[config.mk]
export PLATFORM = sky130hd
export DESIGN_NAME = resv_station_flat
export DESIGN_NICKNAME = d
export VERILOG_FILES = /design/src/rtl/resv_pkg.sv /design/src/rtl/resv_if.sv /design/src/rtl/resv_select.sv /design/src/rtl/resv_station.sv /design/src/flat_wrapper.sv
export SDC_FILE = /design/constraint.sdc
export NUM_CORES = 1
export LEC_CHECK = 0
export ABC_AREA = 1
export CELL_PAD_IN_SITES_DETAIL_PLACEMENT = 0
export CELL_PAD_IN_SITES_GLOBAL_PLACEMENT = 1
export CORE_ASPECT_RATIO = 0.6
export CORE_UTILIZATION = 44
export DETAILED_ROUTE_END_ITERATION = 16
export PLACE_DENSITY_LB_ADDON = 0.1
export SETUP_SLACK_MARGIN = 0.1
export SYNTH_ARGS = -nofsm -noshare
export SYNTH_HDL_FRONTEND = slang
export SYNTH_HIERARCHICAL = 1
export SYNTH_SLANG_ARGS = --single-unit
[constraint.sdc]
create_clock -name clk -period 8.4 [get_ports clk]
set_input_delay 2.52 -clock clk [delete_from_list [all_inputs] [get_ports clk]]
set_output_delay 2.52 -clock clk [all_outputs]
set_load 0.01 [all_outputs]
[src/rtl/resv_pkg.sv]
// Shared definitions for the reservation station: opcodes, default widths
// and the entry layout at the default widths.
package resv_pkg;

  localparam int DEPTH_DEF  = 8;
  localparam int DATA_W_DEF = 32;
  localparam int TAG_W_DEF  = 6;
  localparam int OP_W_DEF   = 2;

  localparam logic [OP_W_DEF-1:0] OP_LW  = 2'b00;
  localparam logic [OP_W_DEF-1:0] OP_SW  = 2'b01;
  localparam logic [OP_W_DEF-1:0] OP_ADD = 2'b10;
  localparam logic [OP_W_DEF-1:0] OP_MUL = 2'b11;

  // One source operand: ready flag, captured value, producer tag
  typedef struct packed {
    logic                  rdy;
    logic [DATA_W_DEF-1:0] val;
    logic [TAG_W_DEF-1:0]  tag;
  } src_t;

  // One station entry
  typedef struct packed {
    logic                 busy;
    logic [OP_W_DEF-1:0]  op;
    logic [TAG_W_DEF-1:0] dest;
    src_t                 s1;
    src_t                 s2;
  } entry_t;

endpackage

[src/rtl/resv_if.sv]
// Allocation, CDB, dispatch and status signals of the reservation station.
// master = issue/CDB/functional-unit side, slave = the station itself.
interface resv_if
  import resv_pkg::*;
#(
  parameter int DEPTH  = DEPTH_DEF,
  parameter int DATA_W = DATA_W_DEF,
  parameter int TAG_W  = TAG_W_DEF,
  parameter int OP_W   = OP_W_DEF
);
  logic                       alloc_valid;
  logic                       alloc_ready;
  logic [OP_W-1:0]            alloc_op;
  logic [TAG_W-1:0]           alloc_dest;
  logic                       src1_rdy;
  logic                       src2_rdy;
  logic [DATA_W-1:0]          src1_val;
  logic [DATA_W-1:0]          src2_val;
  logic [TAG_W-1:0]           src1_tag;
  logic [TAG_W-1:0]           src2_tag;
  logic                       cdb_valid;
  logic [TAG_W-1:0]           cdb_tag;
  logic [DATA_W-1:0]          cdb_data;
  logic                       disp_valid;
  logic                       disp_ready;
  logic [OP_W-1:0]            disp_op;
  logic [DATA_W-1:0]          disp_a;
  logic [DATA_W-1:0]          disp_b;
  logic [TAG_W-1:0]           disp_dest;
  logic                       flush;
  logic [$clog2(DEPTH+1)-1:0] count;

  modport master (
    output alloc_valid, alloc_op, alloc_dest, src1_rdy, src2_rdy,
           src1_val, src2_val, src1_tag, src2_tag,
           cdb_valid, cdb_tag, cdb_data, disp_ready, flush,
    input  alloc_ready, disp_valid, disp_op, disp_a, disp_b, disp_dest, count
  );

  modport slave (
    input  alloc_valid, alloc_op, alloc_dest, src1_rdy, src2_rdy,
           src1_val, src2_val, src1_tag, src2_tag,
           cdb_valid, cdb_tag, cdb_data, disp_ready, flush,
    output alloc_ready, disp_valid, disp_op, disp_a, disp_b, disp_dest, count
  );

endinterface

[src/rtl/resv_select.sv]
// Ready-entry picker. Default: lowest-index request wins.
// With RS_AGE_ORDER_EN defined: the request with the smallest age rank
// (oldest allocation) wins; ranks of busy entries are unique.
module resv_select
  import resv_pkg::*;
#(
  parameter int DEPTH = DEPTH_DEF,
  parameter int IDX_W = $clog2(DEPTH)
) (
  input  logic [DEPTH-1:0]            i_req,
`ifdef RS_AGE_ORDER_EN
  input  logic [DEPTH-1:0][IDX_W-1:0] i_age,
`endif
  output logic [DEPTH-1:0]            o_grant,
  output logic [IDX_W-1:0]            o_idx,
  output logic                        o_any
);

`ifdef RS_AGE_ORDER_EN
  logic [IDX_W-1:0] w_best_age;

  // Oldest requesting entry
  always_comb begin
    o_grant    = '0;
    o_idx      = '0;
    o_any      = 1'b0;
    w_best_age = '0;
    for (int i = 0; i < DEPTH; i++) begin
      if (i_req[i] && (!o_any || (i_age[i] < w_best_age))) begin
        o_any      = 1'b1;
        o_idx      = IDX_W'(i);
        w_best_age = i_age[i];
      end
    end
    o_grant[o_idx] = o_any;
  end
`else
  // Lowest-index requesting entry
  always_comb begin
    o_grant = '0;
    o_idx   = '0;
    o_any   = 1'b0;
    for (int i = DEPTH-1; i >= 0; i--) begin
      if (i_req[i]) begin
        o_any = 1'b1;
        o_idx = IDX_W'(i);
      end
    end
    o_grant[o_idx] = o_any;
  end
`endif

endmodule

[src/rtl/resv_station.sv]
// Reservation station: allocates issued ops into free entries, wakes
// waiting sources from the CDB, and dispatches one ready entry per cycle.
// Optional macro RS_AGE_ORDER_EN: dispatch oldest ready entry instead of
// lowest index (adds a per-entry age rank).
module resv_station
  import resv_pkg::*;
#(
  parameter int DEPTH  = DEPTH_DEF,
  parameter int DATA_W = DATA_W_DEF,
  parameter int TAG_W  = TAG_W_DEF,
  parameter int OP_W   = OP_W_DEF
) (
  input logic   clk,
  input logic   rst_n,
  resv_if.slave bus
);

  localparam int IDX_W = $clog2(DEPTH);
  localparam int CNT_W = $clog2(DEPTH+1);

  logic [DEPTH-1:0]  r_busy;
  logic [DEPTH-1:0]  r_rdy1;
  logic [DEPTH-1:0]  r_rdy2;
  logic [OP_W-1:0]   r_op   [DEPTH];
  logic [TAG_W-1:0]  r_dest [DEPTH];
  logic [DATA_W-1:0] r_val1 [DEPTH];
  logic [DATA_W-1:0] r_val2 [DEPTH];
  logic [TAG_W-1:0]  r_tag1 [DEPTH];
  logic [TAG_W-1:0]  r_tag2 [DEPTH];
  logic [CNT_W-1:0]  r_count;
  logic              r_hold;
  logic [IDX_W-1:0]  r_hold_idx;

  logic [DEPTH-1:0]  w_req;
  logic [DEPTH-1:0]  w_grant;
  logic [IDX_W-1:0]  w_idx;
  logic              w_any;
  logic              w_valid;
  logic [IDX_W-1:0]  w_sel;
  logic              w_alloc_ready;
  logic              w_alloc_fire;
  logic              w_disp_fire;
  logic [IDX_W-1:0]  w_free_idx;
  logic              w_src1_hit;
  logic              w_src2_hit;
  logic [DEPTH-1:0]  w_wake1;
  logic [DEPTH-1:0]  w_wake2;

  assign w_req = r_busy & r_rdy1 & r_rdy2;

`ifdef RS_AGE_ORDER_EN
  // Rank 0 = oldest busy entry; ranks stay dense as entries leave.
  logic [DEPTH-1:0][IDX_W-1:0] r_age;

  resv_select #(.DEPTH(DEPTH), .IDX_W(IDX_W)) u_sel (
    .i_req   (w_req),
    .i_age   (r_age),
    .o_grant (w_grant),
    .o_idx   (w_idx),
    .o_any   (w_any)
  );
`else
  resv_select #(.DEPTH(DEPTH), .IDX_W(IDX_W)) u_sel (
    .i_req   (w_req),
    .o_grant (w_grant),
    .o_idx   (w_idx),
    .o_any   (w_any)
  );
`endif

  // A presented-but-stalled entry stays selected so disp_* hold steady.
  assign w_valid       = r_hold | w_any;
  assign w_sel         = r_hold ? r_hold_idx : w_idx;
  assign w_alloc_ready = (r_count < CNT_W'(DEPTH));
  assign w_alloc_fire  = bus.alloc_valid && w_alloc_ready && !bus.flush;
  assign w_disp_fire   = w_valid && bus.disp_ready && !bus.flush;
  assign w_src1_hit    = bus.cdb_valid && (bus.cdb_tag == bus.src1_tag);
  assign w_src2_hit    = bus.cdb_valid && (bus.cdb_tag == bus.src2_tag);

  // Lowest free slot, from registered busy bits only
  always_comb begin
    w_free_idx = '0;
    for (int i = DEPTH-1; i >= 0; i--) begin
      if (!r_busy[i]) w_free_idx = IDX_W'(i);
    end
  end

  // Per-entry CDB tag match for sources still waiting
  always_comb begin
    w_wake1 = '0;
    w_wake2 = '0;
    for (int i = 0; i < DEPTH; i++) begin
      w_wake1[i] = bus.cdb_valid && r_busy[i] && !r_rdy1[i] && (r_tag1[i] == bus.cdb_tag);
      w_wake2[i] = bus.cdb_valid && r_busy[i] && !r_rdy2[i] && (r_tag2[i] == bus.cdb_tag);
    end
  end

  // Control state: busy/ready flags, occupancy, dispatch hold
  always_ff @(posedge clk or negedge rst_n) begin
    if (!rst_n) begin
      r_busy     <= '0;
      r_rdy1     <= '0;
      r_rdy2     <= '0;
      r_count    <= '0;
      r_hold     <= 1'b0;
      r_hold_idx <= '0;
    end else if (bus.flush) begin
      r_busy     <= '0;
      r_rdy1     <= '0;
      r_rdy2     <= '0;
      r_count    <= '0;
      r_hold     <= 1'b0;
    end else begin
      r_rdy1     <= r_rdy1 | w_wake1;
      r_rdy2     <= r_rdy2 | w_wake2;
      r_hold     <= w_valid && !bus.disp_ready;
      r_hold_idx <= w_sel;
      if (w_disp_fire) begin
        r_busy[w_sel] <= 1'b0;
        r_rdy1[w_sel] <= 1'b0;
        r_rdy2[w_sel] <= 1'b0;
      end
      if (w_alloc_fire) begin
        r_busy[w_free_idx] <= 1'b1;
        r_rdy1[w_free_idx] <= bus.src1_rdy | w_src1_hit;
        r_rdy2[w_free_idx] <= bus.src2_rdy | w_src2_hit;
      end
      r_count <= r_count + CNT_W'(w_alloc_fire) - CNT_W'(w_disp_fire);
    end
  end

`ifdef RS_AGE_ORDER_EN
  // Age ranks: new entry goes to the back, ranks behind a dispatch close up
  always_ff @(posedge clk or negedge rst_n) begin
    if (!rst_n) begin
      r_age <= '0;
    end else if (!bus.flush) begin
      for (int i = 0; i < DEPTH; i++) begin
        if (w_disp_fire && r_busy[i] && (r_age[i] > r_age[w_sel])) r_age[i] <= r_age[i] - 1'b1;
      end
      if (w_alloc_fire) r_age[w_free_idx] <= IDX_W'(r_count - CNT_W'(w_disp_fire));
    end
  end
`endif

  // Entry payload: written on allocation and on CDB capture, never reset
  always_ff @(posedge clk) begin
    if (!bus.flush) begin
      for (int i = 0; i < DEPTH; i++) begin
        if (w_wake1[i]) r_val1[i] <= bus.cdb_data;
        if (w_wake2[i]) r_val2[i] <= bus.cdb_data;
      end
    end
    if (w_alloc_fire) begin
      r_op[w_free_idx]   <= bus.alloc_op;
      r_dest[w_free_idx] <= bus.alloc_dest;
      r_tag1[w_free_idx] <= bus.src1_tag;
      r_tag2[w_free_idx] <= bus.src2_tag;
      r_val1[w_free_idx] <= bus.src1_rdy ? bus.src1_val : bus.cdb_data;
      r_val2[w_free_idx] <= bus.src2_rdy ? bus.src2_val : bus.cdb_data;
    end
  end

  assign bus.alloc_ready = w_alloc_ready;
  assign bus.disp_valid  = w_valid;
  assign bus.disp_op     = w_valid ? r_op[w_sel]   : '0;
  assign bus.disp_a      = w_valid ? r_val1[w_sel] : '0;
  assign bus.disp_b      = w_valid ? r_val2[w_sel] : '0;
  assign bus.disp_dest   = w_valid ? r_dest[w_sel] : '0;
  assign bus.count       = r_count;

endmodule
[src/flat_wrapper.sv]
// flat-port wrapper written by rule: the top's interface ports become plain ports
module resv_station_flat import resv_pkg::*;
#(
  parameter int DEPTH  = DEPTH_DEF,
  parameter int DATA_W = DATA_W_DEF,
  parameter int TAG_W  = TAG_W_DEF,
  parameter int OP_W   = OP_W_DEF
)
  (clk, rst_n, bus_alloc_valid, bus_alloc_op, bus_alloc_dest, bus_src1_rdy, bus_src2_rdy, bus_src1_val, bus_src2_val, bus_src1_tag, bus_src2_tag, bus_cdb_valid, bus_cdb_tag, bus_cdb_data, bus_disp_ready, bus_flush, bus_alloc_ready, bus_disp_valid, bus_disp_op, bus_disp_a, bus_disp_b, bus_disp_dest, bus_count);
  resv_if #(.DEPTH(DEPTH), .DATA_W(DATA_W), .TAG_W(TAG_W), .OP_W(OP_W)) bus_i ();
  input logic clk;
  input logic rst_n;
  input wire logic [$bits(bus_i.alloc_valid)-1:0] bus_alloc_valid;
  input wire logic [$bits(bus_i.alloc_op)-1:0] bus_alloc_op;
  input wire logic [$bits(bus_i.alloc_dest)-1:0] bus_alloc_dest;
  input wire logic [$bits(bus_i.src1_rdy)-1:0] bus_src1_rdy;
  input wire logic [$bits(bus_i.src2_rdy)-1:0] bus_src2_rdy;
  input wire logic [$bits(bus_i.src1_val)-1:0] bus_src1_val;
  input wire logic [$bits(bus_i.src2_val)-1:0] bus_src2_val;
  input wire logic [$bits(bus_i.src1_tag)-1:0] bus_src1_tag;
  input wire logic [$bits(bus_i.src2_tag)-1:0] bus_src2_tag;
  input wire logic [$bits(bus_i.cdb_valid)-1:0] bus_cdb_valid;
  input wire logic [$bits(bus_i.cdb_tag)-1:0] bus_cdb_tag;
  input wire logic [$bits(bus_i.cdb_data)-1:0] bus_cdb_data;
  input wire logic [$bits(bus_i.disp_ready)-1:0] bus_disp_ready;
  input wire logic [$bits(bus_i.flush)-1:0] bus_flush;
  output wire logic [$bits(bus_i.alloc_ready)-1:0] bus_alloc_ready;
  output wire logic [$bits(bus_i.disp_valid)-1:0] bus_disp_valid;
  output wire logic [$bits(bus_i.disp_op)-1:0] bus_disp_op;
  output wire logic [$bits(bus_i.disp_a)-1:0] bus_disp_a;
  output wire logic [$bits(bus_i.disp_b)-1:0] bus_disp_b;
  output wire logic [$bits(bus_i.disp_dest)-1:0] bus_disp_dest;
  output wire logic [$bits(bus_i.count)-1:0] bus_count;
  assign bus_i.alloc_valid = bus_alloc_valid;
  assign bus_i.alloc_op = bus_alloc_op;
  assign bus_i.alloc_dest = bus_alloc_dest;
  assign bus_i.src1_rdy = bus_src1_rdy;
  assign bus_i.src2_rdy = bus_src2_rdy;
  assign bus_i.src1_val = bus_src1_val;
  assign bus_i.src2_val = bus_src2_val;
  assign bus_i.src1_tag = bus_src1_tag;
  assign bus_i.src2_tag = bus_src2_tag;
  assign bus_i.cdb_valid = bus_cdb_valid;
  assign bus_i.cdb_tag = bus_cdb_tag;
  assign bus_i.cdb_data = bus_cdb_data;
  assign bus_i.disp_ready = bus_disp_ready;
  assign bus_i.flush = bus_flush;
  assign bus_alloc_ready = bus_i.alloc_ready;
  assign bus_disp_valid = bus_i.disp_valid;
  assign bus_disp_op = bus_i.disp_op;
  assign bus_disp_a = bus_i.disp_a;
  assign bus_disp_b = bus_i.disp_b;
  assign bus_disp_dest = bus_i.disp_dest;
  assign bus_count = bus_i.count;
  resv_station #(.DEPTH(DEPTH), .DATA_W(DATA_W), .TAG_W(TAG_W), .OP_W(OP_W)) u_core (.clk(clk), .rst_n(rst_n), .bus(bus_i));
endmodule
== After elaboration in Yosys (flattened, before gate mapping) ==
Memories as Yosys holds them, arrays and structs flattened.
Cells that the tools add are included.
Word-level totals
  memories: 6
  output and inout port bits: 78
  RAM bits: 672
  register bits: 32
Memory list
  u_core.r_val1: words 8, width 32, rd ports 1, clocked after Yosys merged registers in 0, wr ports 9, RTL line resv_station.sv:26  | logic [DATA_W-1:0] r_val1 [DEPTH];
  u_core.r_val2: words 8, width 32, rd ports 1, clocked after Yosys merged registers in 0, wr ports 9, RTL line resv_station.sv:27  | logic [DATA_W-1:0] r_val2 [DEPTH];
  u_core.r_dest: words 8, width 6, rd ports 1, clocked after Yosys merged registers in 0, wr ports 1, RTL line resv_station.sv:25  | logic [TAG_W-1:0] r_dest [DEPTH];
  u_core.r_tag1: words 8, width 6, rd ports 8, clocked after Yosys merged registers in 0, wr ports 1, RTL line resv_station.sv:28  | logic [TAG_W-1:0] r_tag1 [DEPTH];
  u_core.r_tag2: words 8, width 6, rd ports 8, clocked after Yosys merged registers in 0, wr ports 1, RTL line resv_station.sv:29  | logic [TAG_W-1:0] r_tag2 [DEPTH];
  u_core.r_op: words 8, width 2, rd ports 1, clocked after Yosys merged registers in 0, wr ports 1, RTL line resv_station.sv:24  | logic [OP_W-1:0] r_op [DEPTH];
Operators by class
  multiplexer cells: 101
  add/sub/neg operators: 2
  order comparisons: 5
  eq/ne operators: 18
  reduce and logical (&&, ||, !) cells: 67
  bitwise operators: 12
Operators with widths (number)
  32-bit 2-to-1 mux: 4
  6-bit == test: 18
  8-bit 2-to-1 mux: 12
  1-bit 2-to-1 mux: 61
  3-bit 2-to-1 mux: 17
  1-bit logical AND: 49
  8-bit AND: 5
  8-bit OR: 3
  1-bit logical NOT: 18
  8-bit bitwise mux: 2
  3-bit by 4-bit less-than comparator with 1-bit output (second input constant): 2
  8-bit inverter: 1
  1-bit demux with 3-bit select: 2
  3-bit by 1-bit greater-or-equal comparator with 1-bit output (second input constant): 2
  6-bit 2-to-1 mux: 1
  4-bit by 1-bit adder with 4-bit output: 1
  4-bit less-than comparator (second input constant): 1
  4-bit 2-to-1 mux: 1
  4-bit by 1-bit subtractor with 4-bit output: 1
  1-bit OR: 3
  2-bit 2-to-1 mux: 1

== Logic depth before layout (Yosys ltp) ==
  depth after elaboration: 22
  depth in mapped cells: 19

== Hierarchy ==
The synthesis kept the hierarchy.
By module, submodules not included
  resv_station: cells an instance 3430, area each 33613.5 µm², seq. area each 20980.1 µm², instances 1
  resv_select: cells an instance 42, area each 177.7 µm², seq. area each 0.0 µm², instances 1

== Worst setup path after synthesis ==
Ideal clock, no wire load.
  kind: input-to-reg
  start point: input port bus_cdb_tag[1]
  end point: memory u_core/r_val2[6][0] (netlist name), enable pin
  path buffers: 2
  stages on the path: 5
  data arrival time: 5.706 ns
  path slack: 2.224 ns
  cells stage by stage: buf_2 -> buf_2 -> xnor2_1 -> nand3_1 -> o31ai_1
RTL lines
  start, declared: RTL line flat_wrapper.sv:23  | input wire logic [$bits(bus_i.cdb_tag)-1:0] bus_cdb_tag;
  end, declared: RTL line resv_station.sv:27

== Worst setup path in the final report ==
  start point: register u_core.r_busy[0]
  end point: output port bus_disp_b[1]
Between the ends
  cells in the longest elaborated chain, start to end: 6
  elaborated cells on any way between the ends: 8
  those cells by class: 4 x mux; 3 x bitwise; 1 x memory
Ends and longest elaborated chain
  start, declared: RTL line resv_station.sv:21  | logic [DEPTH-1:0] r_busy;
  start signal, assigned: RTL line resv_station.sv:101  | r_busy <= '0;
  start signal, assigned: RTL line resv_station.sv:108  | r_busy <= '0;
  start signal, assigned by index: RTL line resv_station.sv:119  | r_busy[w_sel] <= 1'b0;
  8-bit AND (2 in series): RTL line resv_station.sv:49  | assign w_req = r_busy & r_rdy1 & r_rdy2;
  named net u_core.w_req[0]: RTL line resv_station.sv:34  | logic [DEPTH-1:0] w_req;
  3-bit 2-to-1 mux: RTL line resv_select.sv:44  | if (i_req[i]) begin
  named net u_core.w_idx[0]: RTL line resv_station.sv:36  | logic [IDX_W-1:0] w_idx;
  3-bit 2-to-1 mux: RTL line resv_station.sv:73  | assign w_sel = r_hold ? r_hold_idx : w_idx;
  memory 8 x 32 bit
  32-bit 2-to-1 mux: RTL line resv_station.sv:168  | assign bus.disp_b = w_valid ? r_val2[w_sel] : '0;
  end, declared: RTL line flat_wrapper.sv:31  | output wire logic [$bits(bus_i.disp_b)-1:0] bus_disp_b;
The timed path passes the listed nets, and every way through them passes these cells.

==> run_results.csv <==
group,metric,value,unit
power,ir_drop,0.148,mV
routing,wirelength,110,mm
routing,dr.max_layer_used,"met5",
critical_path,worstPathRequired,5.88,ns
sta,slew_headroom,0.138,
power,p_per_area,200,mW/mm^2
logic_synthesis,syn_nets,3595,
clock_network,post_cts_buffers,0,
cells_and_area,synthToLayoutAreaGrowth,15.2,%
place,portBuffers,207,
logic_synthesis,synth_area,0.0337,mm^2
sta,finalCritPeriodShare,0.889,
clock_network,cts_sinks,704,
global_route,antenna_found_initial,1,
critical_path,critPathLaunchType,"flop",
power,p_int,5.94,mW
global_route,grt_usage,0.279,
routing,wl_met1,49.0,mm
power,swShare,0.237,
routing,routedWlPerCell,23.9,um
routing,route.detailed.drc,0,
floorplan,start_util,0.446,
cells_and_area,insertedDiodeCount,0,
clock_network,clockRootBuffer,"clkbuf_16",
floorplan,io_pins,208,
clock_network,cts_buffer_depth,3,
power,p_sw,1.85,mW
sta,worstMarginPinSlew,1.29,ns
critical_path,crit_type,"reg -> out",
hold_path,hold_start,"u_core/r_hold_idx[0]$_DFFE_PN0N_",
place,dp.cells,4473,
status,status,"finished, final reports clean",
hold_path,holdPathEnd,"u_core/r_hold_idx[0]$_DFFE_PN0N_",
place,hpwl,64.4,mm
global_route,grt_pass1_vias,24800,
global_route,overflow,0,
routing,firstDrtPassIters,5,
routing,viasPerCell,5.69,
critical_path,worst_r2r_path_depth,16,
routing,vias,26200,
routing,antenna_left,0,
sta,drv_slew,0,
clock_network,htreeDepth,3,
floorplan,rows,78,
sta,finClkSkew,0.0241,ns
sta,hold_viol,0,
critical_path,critPathMaxFanout,71,
floorplan,die-area,0.0778,mm^2
clock_network,insertion_delay,0.63,ns
cells_and_area,nets,3681,
sta,setup_tns,0,ns
floorplan,die_h,217,um
logic_synthesis,ys_warn_count,6,
hold_path,hold_depth,2,
sta,holdWs,0.488,ns
power,p_leak,14.2,nW
critical_path,crit_path_end_kind,"output pin",
critical_path,reg2reg_from,"u_core/r_busy[0]$_DFF_PN0_",
clock_network,cts_resized,0,
sta,period_needed,7.47,ns
global_route,grt_max_degree,163,
sta,max_freq,0.134,GHz
power,seqPwrFrac,0.511,
clock_network,cts_tree,"done",
cells_and_area,stdcell_count,4601,
cells_and_area,final_util,0.513,
clock_network,postCtsHoldBufs,0,
clock_network,clk_pin_slew,0.06,ns
global_route,grt_pass1_wl,161,mm
floorplan,chipWidth,360,um
sta,setup_viol,0,
critical_path,crit_arrival,4.95,ns
job,max_cap_violations,0,
floorplan,core,0.0757,mm^2
power,p_clk_frac,0.404,
logic_synthesis,avgSynthCellArea,9.75,um^2
critical_path,timing.rr.end,"u_core/r_rdy1[1]$_DFF_PN0_",
power,comb_power_share,0.085,
hold_path,hold_path.class,"reg -> reg",
routing,first_iter_violations,2907,
cells_and_area,drive_gt1_frac,0.0583,
routing,routed-wl-met2,48.1,mm
critical_path,r2r_setup_slack,4.51,ns
place,gp_congestion,0.855,
routing,wl_met3,10.1,mm
logic_synthesis,syn_inst,3460,
clock_network,cts-buffers-inserted,71,
sta,rsz0062_at_grt,"no",
-- layout by cell type (no fill, tap or decap), types with 32 or more instances in the layout --
master              n
clkdlybuf4s50_1   204
xnor2_1            70
o21ai_0           446
nand3_1           381
mux2i_1            64
nand2_1          1115
clkbuf_16          75
nor2_1            165
buf_4              51
edfxtp_1          672
dfrtp_1            32
inv_1              73
o21ai_1            74
-- worst max-delay path: stages (launching register included) --
cell	delay, ns
dfrtp_1	0.59
inv_1	0.18
nor3_1	0.33
inv_1	0.10
nand2_2	0.08
inv_1	0.06
o21ai_4	0.29
buf_4	0.64
buf_4	0.78
nand2_1	0.11
nand3_1	0.13
nand2_1	0.07
nor2_1	0.28
clkdlybuf4s50_1	0.61
-- worst max-delay path by stage --
| stage | from | endpoint | depth (start not counted) | slack [ns] |
|---|---|---|---|---|
| 5_1_grt | u_core/r_busy[0]$_DFF_PN0_ | bus_disp_a[0] | 13 | 0.60 |
| 2_1_floorplan | bus_cdb_tag[1] | u_core/r_val2[6][0]$_DFFE_PP_ | 5 | 2.22 |
| 4_1_cts | u_core/r_busy[0]$_DFF_PN0_ | bus_disp_a[0] | 13 | 0.92 |
| 3_5_place_dp | u_core/r_busy[0]$_DFF_PN0_ | bus_disp_a[0] | 13 | 1.61 |
| 6_report | u_core/r_busy[0]$_DFF_PN0_ | bus_disp_b[1] | 13 | 0.93 |
| 3_3_place_gp | u_core/r_busy[0]$_DFF_PN0_ | bus_disp_b[1] | 13 | 1.65 |
-- power by group through the flow --
| stage | Sequential [mW] | Clock, mW | Combinational (mW) |
|---|---|---|---|
| after floorplan | 4.05 | 0 | 0.374 |
| after global placement | 4.05 | 0 | 0.641 |
| after detailed placement | 4.06 | 0 | 0.655 |
| after CTS | 3.98 | 3.19 | 0.658 |
| after global routing | 3.99 | 3.33 | 0.729 |
| final | 3.98 | 3.14 | 0.663 |
-- cell type report --
class                           instances  area, um^2
Fill cell                            6791       36900
Sequential cell                       704       21000
Multi-Input combinational cell       2426       11600
Timing Repair Buffer                  262        2520
Clock buffer                           90        1950
Tap cell                             1000        1250
Inverter                               81         313
Clock inverter                         38         290
-- flip-flops by register name, summed over array words and instances, names as in the netlist --
name	flops
u_core/r_busy	8
u_core/bus.count	4
u_core/r_op	16
u_core/r_rdy1	8
u_core/r_val2	256
u_core/r_val1	256
u_core/r_hold_idx	3
u_core/r_dest	48
u_core/r_tag1	48
u_core/r_hold	1
u_core/r_rdy2	8
u_core/r_tag2	48
-- stage by stage --
stage          instance area (um^2)  power (mW)  setup WS (ns)
4_1_cts                       38900        7.83          0.922
5_1_grt                       38900        8.05          0.599
6_report                      38900        7.79          0.929
2_1_floorplan                 33700        4.43           2.22
3_5_place_dp                  36600        4.71           1.61
3_3_place_gp                  36600        4.70           1.65
-- per-layer routing --
layer / global-route usage / vias to the layer above
li1: - / 12100
met1: 0.405 / 12600
met2: 0.424 / 1282
met3: 0.0594 / 158
met4: 0.0752 / 2
met5: 0 / -
Power figures use the tool's default switching activity.
